--- src/rtl/bin2bcd_converter.sv ---
// Sequential 32-bit binary to 8-digit packed BCD converter (double dabble, one iteration per clock).
// Operands above 99_999_999 complete with the same latency, report ERR_PATTERN on bcd and raise ovf.
module bin2bcd_converter #(
  parameter logic [31:0] ERR_PATTERN = 32'hEEEE_EEEE
) (
  input  logic        clk,
  input  logic        rst,
  input  logic        start,
  input  logic [31:0] bin,
  output logic [31:0] bcd,
  output logic        busy,
  output logic        done,
  output logic        ovf
);

  localparam logic [31:0] MAX_IN_RANGE = 32'd99_999_999;

  typedef enum logic {IDLE, CONV} state_t;

  state_t      state_q;
  logic [4:0]  cnt_q;
  logic [63:0] sr_q;
  logic        range_q;
  logic [31:0] bcd_q;
  logic        ovf_q;
  logic        busy_q;
  logic        done_q;

  logic [31:0] adj_bcd;
  logic [63:0] sr_d;

  // Add-3 correction on each BCD nibble; values 5..9 map to 8..12, so 4 bits suffice.
  genvar gi;
  generate
    for (gi = 0; gi < 8; gi++) begin : g_nib
      logic [3:0] nib;
      assign nib = sr_q[32 + 4*gi +: 4];
      assign adj_bcd[4*gi +: 4] = (nib >= 4'd5) ? (nib + 4'd3) : nib;
    end
  endgenerate

  // Bits leaving the top of the BCD field are discarded by the shift.
  assign sr_d = {adj_bcd, sr_q[31:0]} << 1;

  always_ff @(posedge clk or posedge rst) begin
    if (rst) begin
      state_q <= IDLE;
      cnt_q   <= 5'd0;
      sr_q    <= 64'h0;
      range_q <= 1'b0;
      bcd_q   <= 32'h0;
      ovf_q   <= 1'b0;
      busy_q  <= 1'b0;
      done_q  <= 1'b0;
    end else begin
      done_q <= 1'b0;
      case (state_q)
        IDLE: begin
          if (start) begin
            sr_q    <= {32'h0, bin};
            cnt_q   <= 5'd31;
            range_q <= (bin > MAX_IN_RANGE);
            busy_q  <= 1'b1;
            state_q <= CONV;
          end
        end
        CONV: begin
          sr_q  <= sr_d;
          cnt_q <= cnt_q - 5'd1;
          if (cnt_q == 5'd0) begin
            bcd_q   <= range_q ? ERR_PATTERN : sr_d[63:32];
            ovf_q   <= range_q;
            done_q  <= 1'b1;
            busy_q  <= 1'b0;
            state_q <= IDLE;
          end
        end
        default: state_q <= IDLE;
      endcase
    end
  end

  assign bcd  = bcd_q;
  assign ovf  = ovf_q;
  assign busy = busy_q;
  assign done = done_q;

endmodule

--- config.mk ---
export PLATFORM = sky130hd
export DESIGN_NAME = bin2bcd_converter
export DESIGN_NICKNAME = d
export VERILOG_FILES = /design/src/rtl/bin2bcd_converter.sv
export SDC_FILE = /design/constraint.sdc
export NUM_CORES = 1
export LEC_CHECK = 0
export BUFFER_PORTS_ARGS = -buffer_cell sky130_fd_sc_hd__buf_2
export CORE_MARGIN = 1
export CORE_UTILIZATION = 52
export DETAILED_ROUTE_END_ITERATION = 8
export GPL_TIMING_DRIVEN = 0
export HOLD_SLACK_MARGIN = 0.03
export PLACE_DENSITY_LB_ADDON = 0.1
export SYNTH_ARGS = -nofsm -noshare
export SYNTH_HDL_FRONTEND = slang
export SYNTH_SLANG_ARGS = --single-unit
--- constraint.sdc ---
create_clock -name clk -period 3.5 [get_ports clk]
set_clock_uncertainty 0.2 [all_clocks]
set_input_delay 0.7 -clock clk [delete_from_list [all_inputs] [get_ports clk]]
set_output_delay 0.7 -clock clk [all_outputs]
set_load 0.03 [all_outputs]
== Word level (Yosys, flattened, before mapping) ==
Cells that the tools add are included.
Operators by class
  bitwise operators: 1
  order comparisons: 9
  reduce and logical (&&, ||, !) cells: 4
  $add $sub $neg: 9
  mux-type cells: 21
  equal/unequal tests: 2
Operators by type and width (number)
  one-hot mux 64 bit (2 select lines): 1
  two-way mux 64 bit: 1
  greater-or-equal comparator 4 x 3 -> 1 bit (second input constant): 8
  > comparator 32 x 27 -> 1 bit (second input constant): 1
  two-way mux 32 bit: 1
  adder 4 x 2 -> 4 bit (second input constant): 7
  two-way mux 4 bit: 7
  one-hot mux 5 bit (2 select lines): 1
  two-way mux 1 bit: 6
  AND reduction 2 bit: 3
  zero test 5 bit: 1
  two-way mux 5 bit: 1
  subtractor 5 x 1 -> 5 bit (second input constant): 1
  one-hot mux 1 bit (2 select lines): 2
  adder 3 x 2 -> 3 bit (second input constant): 1
  two-way mux 3 bit: 1
  inequality test 2 x 1 -> 1 bit (second input constant): 1
  inequality test 2 bit (second input constant): 1
  NOT 1 bit: 1
Word-level totals
  bits of input ports: 35
  logic and storage cells: 54
  output and inout port bits: 35
  bits in registers: 106

== Depth between registers and ports, before layout ==
Gate-level depths: netlist of the first run.
  word-level depth: 3
  mapped depth: 10

== Worst setup path after synthesis of the first run ==
No wires, ideal clock.
  kind: flip-flop to flip-flop
  start: register cnt_q[0]
  end: register bcd_q[11] (netlist: bcd[11])
  setup time: 0.132 ns
  stages on the path, launching flop included: 8
  period minus slack after synthesis: 1.940 ns
  setup slack: 1.560 ns
  arrival time: 1.608 ns
  path through: dfrtp_1 inv_1 ha_1 nand2_2 or4_1 buf_6 a2111oi_0 nor2_1
Between the ends
  word-level cells in the longest chain between the ends: 2
Ends and longest elaborated chain
  from (decl): line 21  | logic [4:0] cnt_q;
  from (signal assigned): line 69  | cnt_q <= cnt_q - 5'd1;
  zero test 5 bit: line 70  | if (cnt_q == 5'd0) begin
  AND reduction 2 bit (no line)
  to (signal assigned): line 71  | bcd_q <= range_q ? ERR_PATTERN : sr_d[63:32];
  to (decl): line 24  | logic [31:0] bcd_q;
No other way between the ends.
A chain may end at the register's enable or synchronous reset.

== Worst setup path in the final report of the first run ==
  start: register cnt_q[0]
  end: register bcd_q[27] (netlist: bcd[27])
Same word-level chain as after synthesis.

==> results.json, run 1 <==
{
  "status": "finished, final reports clean",
  "critical_path_class": "flip-flop to flip-flop",
  "mappedNetlistArea_um2": 5150,
  "finalNetCount": 646,
  "dieArea_um2": 10300,
  "first_global_vias": 3983,
  "ctsResizeCount": 0,
  "pin_count_of_the_biggest_net_entering_global_routing": 33,
  "wl_per_cell_um": 15.4,
  "route.detailed.vias_per_inst": 5.42,
  "areaGrowthSynthToFinish_pct": 15.0,
  "post_dp_cell_area_um2": 5720,
  "crit-reg2reg-launch": "cnt_q[0]",
  "critPathSlowestCell": "sky130_fd_sc_hd__a2111oi_0",
  "die_w_um": 101,
  "peakVddDrop_v": 0.000382,
  "post_synth_inst_count": 511,
  "mappedNetlistNets": 563,
  "clock_sinks": 106,
  "synth_warnings": 0,
  "drt_pre_antenna_iters": 4,
  "clockRootBuffer": "sky130_fd_sc_hd__clkbuf_8",
  "finalCriticalPeriod_ps": 2330,
  "hold_path.class": "input port to asynchronous set/reset pin",
  "setup_total_negative_slack_ps": 0,
  "timing.max_slew.rel_slack_pct": 51.3,
  "drc": 0,
  "report.final.hold_viol_count": 0,
  "setup_violation_total_in_the_final_timing_report": 0,
  "overflow": 0,
  "antenna_found_initial": 0,
  "clkLatencyLatePin_ps": 360,
  "endpoint_class_of_the_critical_path": "flip-flop",
  "worst-slew-pin-transition_ps": 730,
  "buffer_ports.inserted": 69,
  "mostFrequentLayoutCell": "sky130_fd_sc_hd__dfrtp_1",
  "via_count": 3938,
  "place.detailed.hpwl_mm": 8.18,
  "grt_setup_unrepaired": "false",
  "synth_sequential_area_ratio_pct": 51.5,
  "fmaxAchievable_mhz": 429,
  "crit-reg2reg-capture": "bcd[27]",
  "drive_above_1_share_pct": 18.3,
  "finalWeightedCongestion": 0.832,
  "antennaDiodeCount": 0,
  "h-tree-depth": 3,
  "coreArea_um2": 9420,
  "dr.first_iter.drc_count": 138,
  "worst-r2r-cell-count": 7,
  "startpoint_types": "flip-flop",
  "worst_setup_path_startpoint": "cnt_q[0]",
  "drt-total-wl_mm": 11.2,
  "layout.cells.most_common_list": "sky130_fd_sc_hd__dfrtp_1 (106), sky130_fd_sc_hd__buf_2 (76), sky130_fd_sc_hd__nand2_1 (71)",
  "worst_path_largest_cell_delay_ps": 580,
  "tritoncts_clock_tree": "built",
  "cts-buffers-inserted": 9,
  "timing.max_cap.violations": 0,
  "cts.repair_timing.setup_buffer_count": 0,
  "leakagePower_nw": 2.89,
  "post_drt_antenna_nets": 0,
  "timing.reg2reg.setup_slack_ps": 1170,
  "ios": 70,
  "die_height_um": 101,
  "clk_path_buf_depth": 2,
  "ys_ff_latch": 106,
  "timing.critical_path.arrival_ps": 2360,
  "critPathCapture": "bcd[27]",
  "fin_crit_sh_pct": 66.6,
  "synth.avg_cell_area_um2": 10.1,
  "postCtsHoldBufs": 0,
  "timing.critical_path.cells": "inv_1 > ha_1 > nand2_2 > or4_1 > buf_6 > a2111oi_0 > nor2_1",
  "timing.critical_path.required_ps": 3530,
  "grt_first_pass_wirelength_mm": 18.6,
  "power_density_nw_per_um2": 911,
  "starting_density_of_the_core_pct": 54.7,
  "timing.hold.ws_ps": 211,
  "timing.critical_path.fanout_max": 10,
  "timing.final.max_slew_violations": 0,
  "num_rows": 35,
  "grt_util_all_layers_pct": 23.5,
  "synth_cell_type_count": 36,
  "path_clk_slew_ps": 100,
  "finalInstanceArea_um2": 5920
}
==> metal layers <==
| metal | global-route usage (%) | up-vias | routed length (um) |
|---|---|---|---|
| met4 | 10.5 | 0 | 165 |
| met2 | 39.1 | 94 | 5430 |
| met3 | 3.66 | 13 | 507 |
| met1 | 30.6 | 1899 | 5060 |
| met5 | 0 | - | 0 |
| li1 | - | 1932 | - |
==> cells in the mapped netlist <==
cell type	number	area share [%]
sky130_fd_sc_hd__a21oi_1	56	5.4
sky130_fd_sc_hd__buf_2	7	0.68
sky130_fd_sc_hd__nand4b_1	1	0.17
sky130_fd_sc_hd__o31ai_1	4	0.58
sky130_fd_sc_hd__a2111oi_0	7	1.2
sky130_fd_sc_hd__ha_1	17	4.1
sky130_fd_sc_hd__nand3b_1	3	0.44
sky130_fd_sc_hd__nor2b_1	1	0.12
sky130_fd_sc_hd__and3_1	1	0.12
sky130_fd_sc_hd__mux2_2	8	1.8
sky130_fd_sc_hd__xnor2_1	8	1.4
sky130_fd_sc_hd__nor2_4	1	0.22
sky130_fd_sc_hd__nor2_1	36	2.6
sky130_fd_sc_hd__a21o_1	2	0.29
sky130_fd_sc_hd__nand4_1	1	0.12
sky130_fd_sc_hd__a31oi_1	1	0.12
sky130_fd_sc_hd__mux2i_1	55	11
sky130_fd_sc_hd__or4_1	3	0.44
sky130_fd_sc_hd__clkinv_2	1	0.097
sky130_fd_sc_hd__a21boi_0	1	0.15
sky130_fd_sc_hd__o21ai_0	45	4.4
sky130_fd_sc_hd__nor4_1	1	0.12
sky130_fd_sc_hd__nor3b_1	15	2.2
sky130_fd_sc_hd__nand2b_1	9	1.1
sky130_fd_sc_hd__dfrtp_1	106	52
sky130_fd_sc_hd__buf_4	1	0.15
sky130_fd_sc_hd__buf_6	3	0.66
sky130_fd_sc_hd__or3_1	2	0.24
sky130_fd_sc_hd__clkbuf_1	15	1.1
sky130_fd_sc_hd__o22a_1	3	0.51
sky130_fd_sc_hd__nand2_1	71	5.2
sky130_fd_sc_hd__o211ai_1	1	0.15
sky130_fd_sc_hd__buf_1	1	0.073
sky130_fd_sc_hd__nand2_2	1	0.12
sky130_fd_sc_hd__nor3_1	3	0.29
sky130_fd_sc_hd__inv_1	20	1.5
==> worst min-delay path by stage <==
stage / start / to / slack, ps
CTS: rst / bcd[11] / 220
global placement: bcd[0] / bcd[0] / 250
detailed placement: ovf / ovf / 260
floorplan: cnt_q[4] / cnt_q[4] / 250
global route: rst / bcd[11] / 240
finish: rst / bcd[11] / 210
==> final cells by class <==
class | count | area (um2)
Fill cell | 817 | 3500
Sequential cell | 106 | 2650
Multi-Input combinational cell | 357 | 2280
Timing Repair Buffer | 72 | 413
Tap cell | 129 | 161
Clock buffer | 10 | 138
Buffer | 27 | 136
Inverter | 21 | 83.8
Clock inverter | 4 | 53.8
==> report_power, final <==
| part | switching, mW | internal (mW) | total, mW |
|---|---|---|---|
| combinational | 1.49 | 0.975 | 2.47 |
| sequential | 0.396 | 1.78 | 2.17 |
| clock | 0.403 | 0.344 | 0.747 |
| total | 2.29 | 3.10 | 5.39 |
==> cell families after synthesis <==
logic type | count (synthesis) | synth area share (%)
muxes | 63 | 12.4
DFF | 106 | 51.5
buffers and inverters | 48 | 4.21
and+or+nand+nor | 149 | 13.5
adders and majority gates | 17 | 4.13
AOI/OAI and AO/OA | 120 | 12.8
xor gates and xnor gates | 8 | 1.36
==> stage by stage <==
step	utilization (%)	total power [mW]	cells	worst slack, ps
4_1_cts	62.8	5.42	726	1220
6_report	62.8	5.39	726	1170
5_1_grt	62.8	5.83	726	1030
3_5_place_dp	60.8	4.67	712	1240
3_3_place_gp	60.1	4.55	709	592
2_1_floorplan	-	3.99	511	1330
==> state kept, by name, indices dropped and copies added (netlist names) <==
| signal | cells |
|---|---|
| bcd | 32 |
| busy | 1 |
| cnt_q | 5 |
| done | 1 |
| ovf | 1 |
| range_q | 1 |
| sr_q | 64 |
| state_q | 1 |
==> critical path, delay by kind of cell (launching register included) <==
| kind | cells | cell delay, ps |
|---|---|---|
| DFF | 1 | 410 |
| adders and majority gates | 1 | 190 |
| buffers and inverters | 2 | 240 |
| AOI/OAI and AO/OA | 1 | 580 |
| and+or+nand+nor | 3 | 560 |
(Power assumes the default switching activity.)
==> run 2, diff against run 1 <==
clock period = 2 ns   (was 3.5 ns; I/O delays follow)
==> run 2 against run 1 <==
  * The run now ends with negative setup slack left
  * Highest routed layer unchanged
  * Via count increased by 2.5%
  * Critical endpoint is now bcd[15]
  * First-iteration DRC count decreased by 4.3%
  * Clock power increased by 75%
  * Register-to-register slack got worse by 1300 ps
==> results.json, run 2 (same netlist as run 1, synthesis figures left out) <==
{
  "timing.critical_path.arrival_ps": 2180,
  "route.detailed.vias_per_inst": 5.50,
  "timing.critical_path.required_ps": 2090,
  "clkLatencyLatePin_ps": 360,
  "grt_first_pass_wirelength_mm": 18.6,
  "cts-buffers-inserted": 9,
  "met1_usage_pct": 30.2,
  "post_drt_antenna_nets": 0,
  "critPathMostFrequentCell": "sky130_fd_sc_hd__nor2_1",
  "endpoint_class_of_the_critical_path": "flip-flop",
  "timing.final.max_slew_violations": 0,
  "finalNetCount": 654,
  "worstHoldEndpoint": "sr_q[0]",
  "ios": 70,
  "areaGrowthSynthToFinish_pct": 19.2,
  "critPathSlowestCell": "sky130_fd_sc_hd__or4_4",
  "power_density_nw_per_um2": 1580,
  "placed_cells": 712,
  "finalCriticalPeriod_ps": 2090,
  "timing.max_slew.rel_slack_pct": 47.4,
  "fmaxAchievable_mhz": 479,
  "worst-r2r-cell-count": 10,
  "dr.first_iter.drc_count": 132,
  "wl_per_cell_um": 15.6,
  "starting_density_of_the_core_pct": 54.7,
  "antenna_found_initial": 0,
  "worst-slew-pin-transition_ps": 788,
  "setup_violation_total_in_the_final_timing_report": 35,
  "crit-reg2reg-launch": "cnt_q[1]",
  "first_global_vias": 4008,
  "finalPower_mw": 9.67,
  "worst_path_largest_cell_delay_ps": 440,
  "gr-max-usage-layer": "met2",
  "pin_count_of_the_biggest_net_entering_global_routing": 33,
  "drt_pre_antenna_iters": 4,
  "clk_path_buf_depth": 2,
  "timing.critical_path.cells": "inv_1 > ha_2 > nand2_2 > or4_4 > buf_8 > inv_4 > buf_12 > clkbuf_16 > nor2_1 > nor2_1",
  "layout.cells.most_common_list": "sky130_fd_sc_hd__dfrtp_1 (106), sky130_fd_sc_hd__buf_2 (76), sky130_fd_sc_hd__nand2_1 (70)",
  "report.final.hold_viol_count": 0,
  "finalWeightedCongestion": 0.832,
  "largest_register_ff_count": 64,
  "fin_crit_sh_pct": 104,
  "drive_above_1_share_pct": 21.7,
  "timing.final.ws_setup_ps": -88.5,
  "crit-reg2reg-capture": "bcd[15]",
  "register_bank_with_the_most_flops": "sr_q",
  "overflow": 0,
  "antennaDiodeCount": 0,
  "hold_path.class": "input port to flip-flop",
  "path_clk_slew_ps": 100,
  "status": "finished with violations",
  "timing.max_cap.violations": 0,
  "die_height_um": 101,
  "dieArea_um2": 10300,
  "global_route.usage.met3_pct": 4.14,
  "path_buf_inv": 5,
  "grt_setup_unrepaired": "true",
  "mostFrequentLayoutCell": "sky130_fd_sc_hd__dfrtp_1",
  "min-delay-start": "bin[0]",
  "tritoncts_clock_tree": "built",
  "drt-total-wl_mm": 11.5,
  "clock_sinks": 106,
  "failed_checks": "negative setup slack",
  "timing.critical_path.fanout_max": 8,
  "grtUsageMet2_pct": 39.2,
  "startpoint_types": "flip-flop",
  "die_w_um": 101,
  "coreArea_um2": 9420,
  "timing.reg2reg.setup_slack_ps": -90,
  "via_count": 4036,
  "grt_util_all_layers_pct": 23.5,
  "num_rows": 35,
  "setup_total_negative_slack_ps": -1910,
  "place.detailed.hpwl_mm": 8.18,
  "drc": 0,
  "buffer_ports.inserted": 69,
  "worst_setup_path_startpoint": "cnt_q[1]",
  "critical_path_class": "flip-flop to flip-flop",
  "h-tree-depth": 3,
  "instances_no_fill": 734,
  "leakagePower_nw": 2.96,
  "clockRootBuffer": "sky130_fd_sc_hd__clkbuf_8",
  "critPathTopFamily": "simple AND/OR/NAND/NOR gates",
  "worstHoldPathCells": 3,
  "peakVddDrop_v": 0.000676
}
[run 2: routing by layer]
layer	share of wire [%]	wire, um
met5	0	0
met4	2.0	233
met3	4.5	512
met2	49	5570
met1	45	5150
[run 2: area by class of cell]
cell class | count | area, um2
fill | 791 | 3280
sequential | 106 | 2650
multi-input combinational | 357 | 2360
timing repair buffer | 80 | 503
buffer | 27 | 184
tap | 129 | 161
clock buffer | 10 | 138
inverter | 21 | 85.1
clock inverter | 4 | 53.8
[run 2: repair_timing]
item                                   in CTS  in global routing
setup endpoints to repair                  42                 39
gates cloned                                0                  2
hold buffers                                1                  0
pin swaps                                   0                  1
resized for setup                          21                 18
setup buffers                               3                  2
endpoints found under the hold margin      22                  0
[run 2: report_power, final]
part           switching, mW  leakage [nW]  internal [mW]
clock network          0.706        0.0904          0.602
registers              0.729          1.31           3.11
logic                   2.71          1.55           1.82
[run 2: metrics by stage]
stage | utilization (%) | hold slack (ps) | setup slack (ps) | area (um2)
after global routing | 65.1 | 99.4 | -170 | 6130
after global placement | 60.1 | 249 | -608 | 5660
after detailed placement | 60.8 | 258 | -257 | 5720
after CTS | 63.7 | 81.8 | -109 | 5990
final | 65.1 | 85.8 | -88.5 | 6130
after floorplan | - | 247 | 59.7 | 5150
[run 2: worst max path at each step]
stage | endpoint | slack (ps) | depth (start not counted)
3_3_place_gp | sr_q[18] | -610 | 2
5_1_grt | bcd[23] | -170 | 7
6_report | bcd[15] | -90 | 10
4_1_cts | bcd[0] | -110 | 10
2_1_floorplan | bcd[11] | 60 | 7
3_5_place_dp | bcd[27] | -260 | 7
[run 2: worst register-to-register path, cell delays in order, from the launching register on]
cell                        delay, ps
sky130_fd_sc_hd__dfrtp_1          400
sky130_fd_sc_hd__inv_1             70
sky130_fd_sc_hd__ha_2             190
sky130_fd_sc_hd__nand2_2           60
sky130_fd_sc_hd__or4_4            440
sky130_fd_sc_hd__buf_8            160
sky130_fd_sc_hd__inv_4             80
sky130_fd_sc_hd__buf_12           140
sky130_fd_sc_hd__clkbuf_16        150
sky130_fd_sc_hd__nor2_1            40
sky130_fd_sc_hd__nor2_1           100
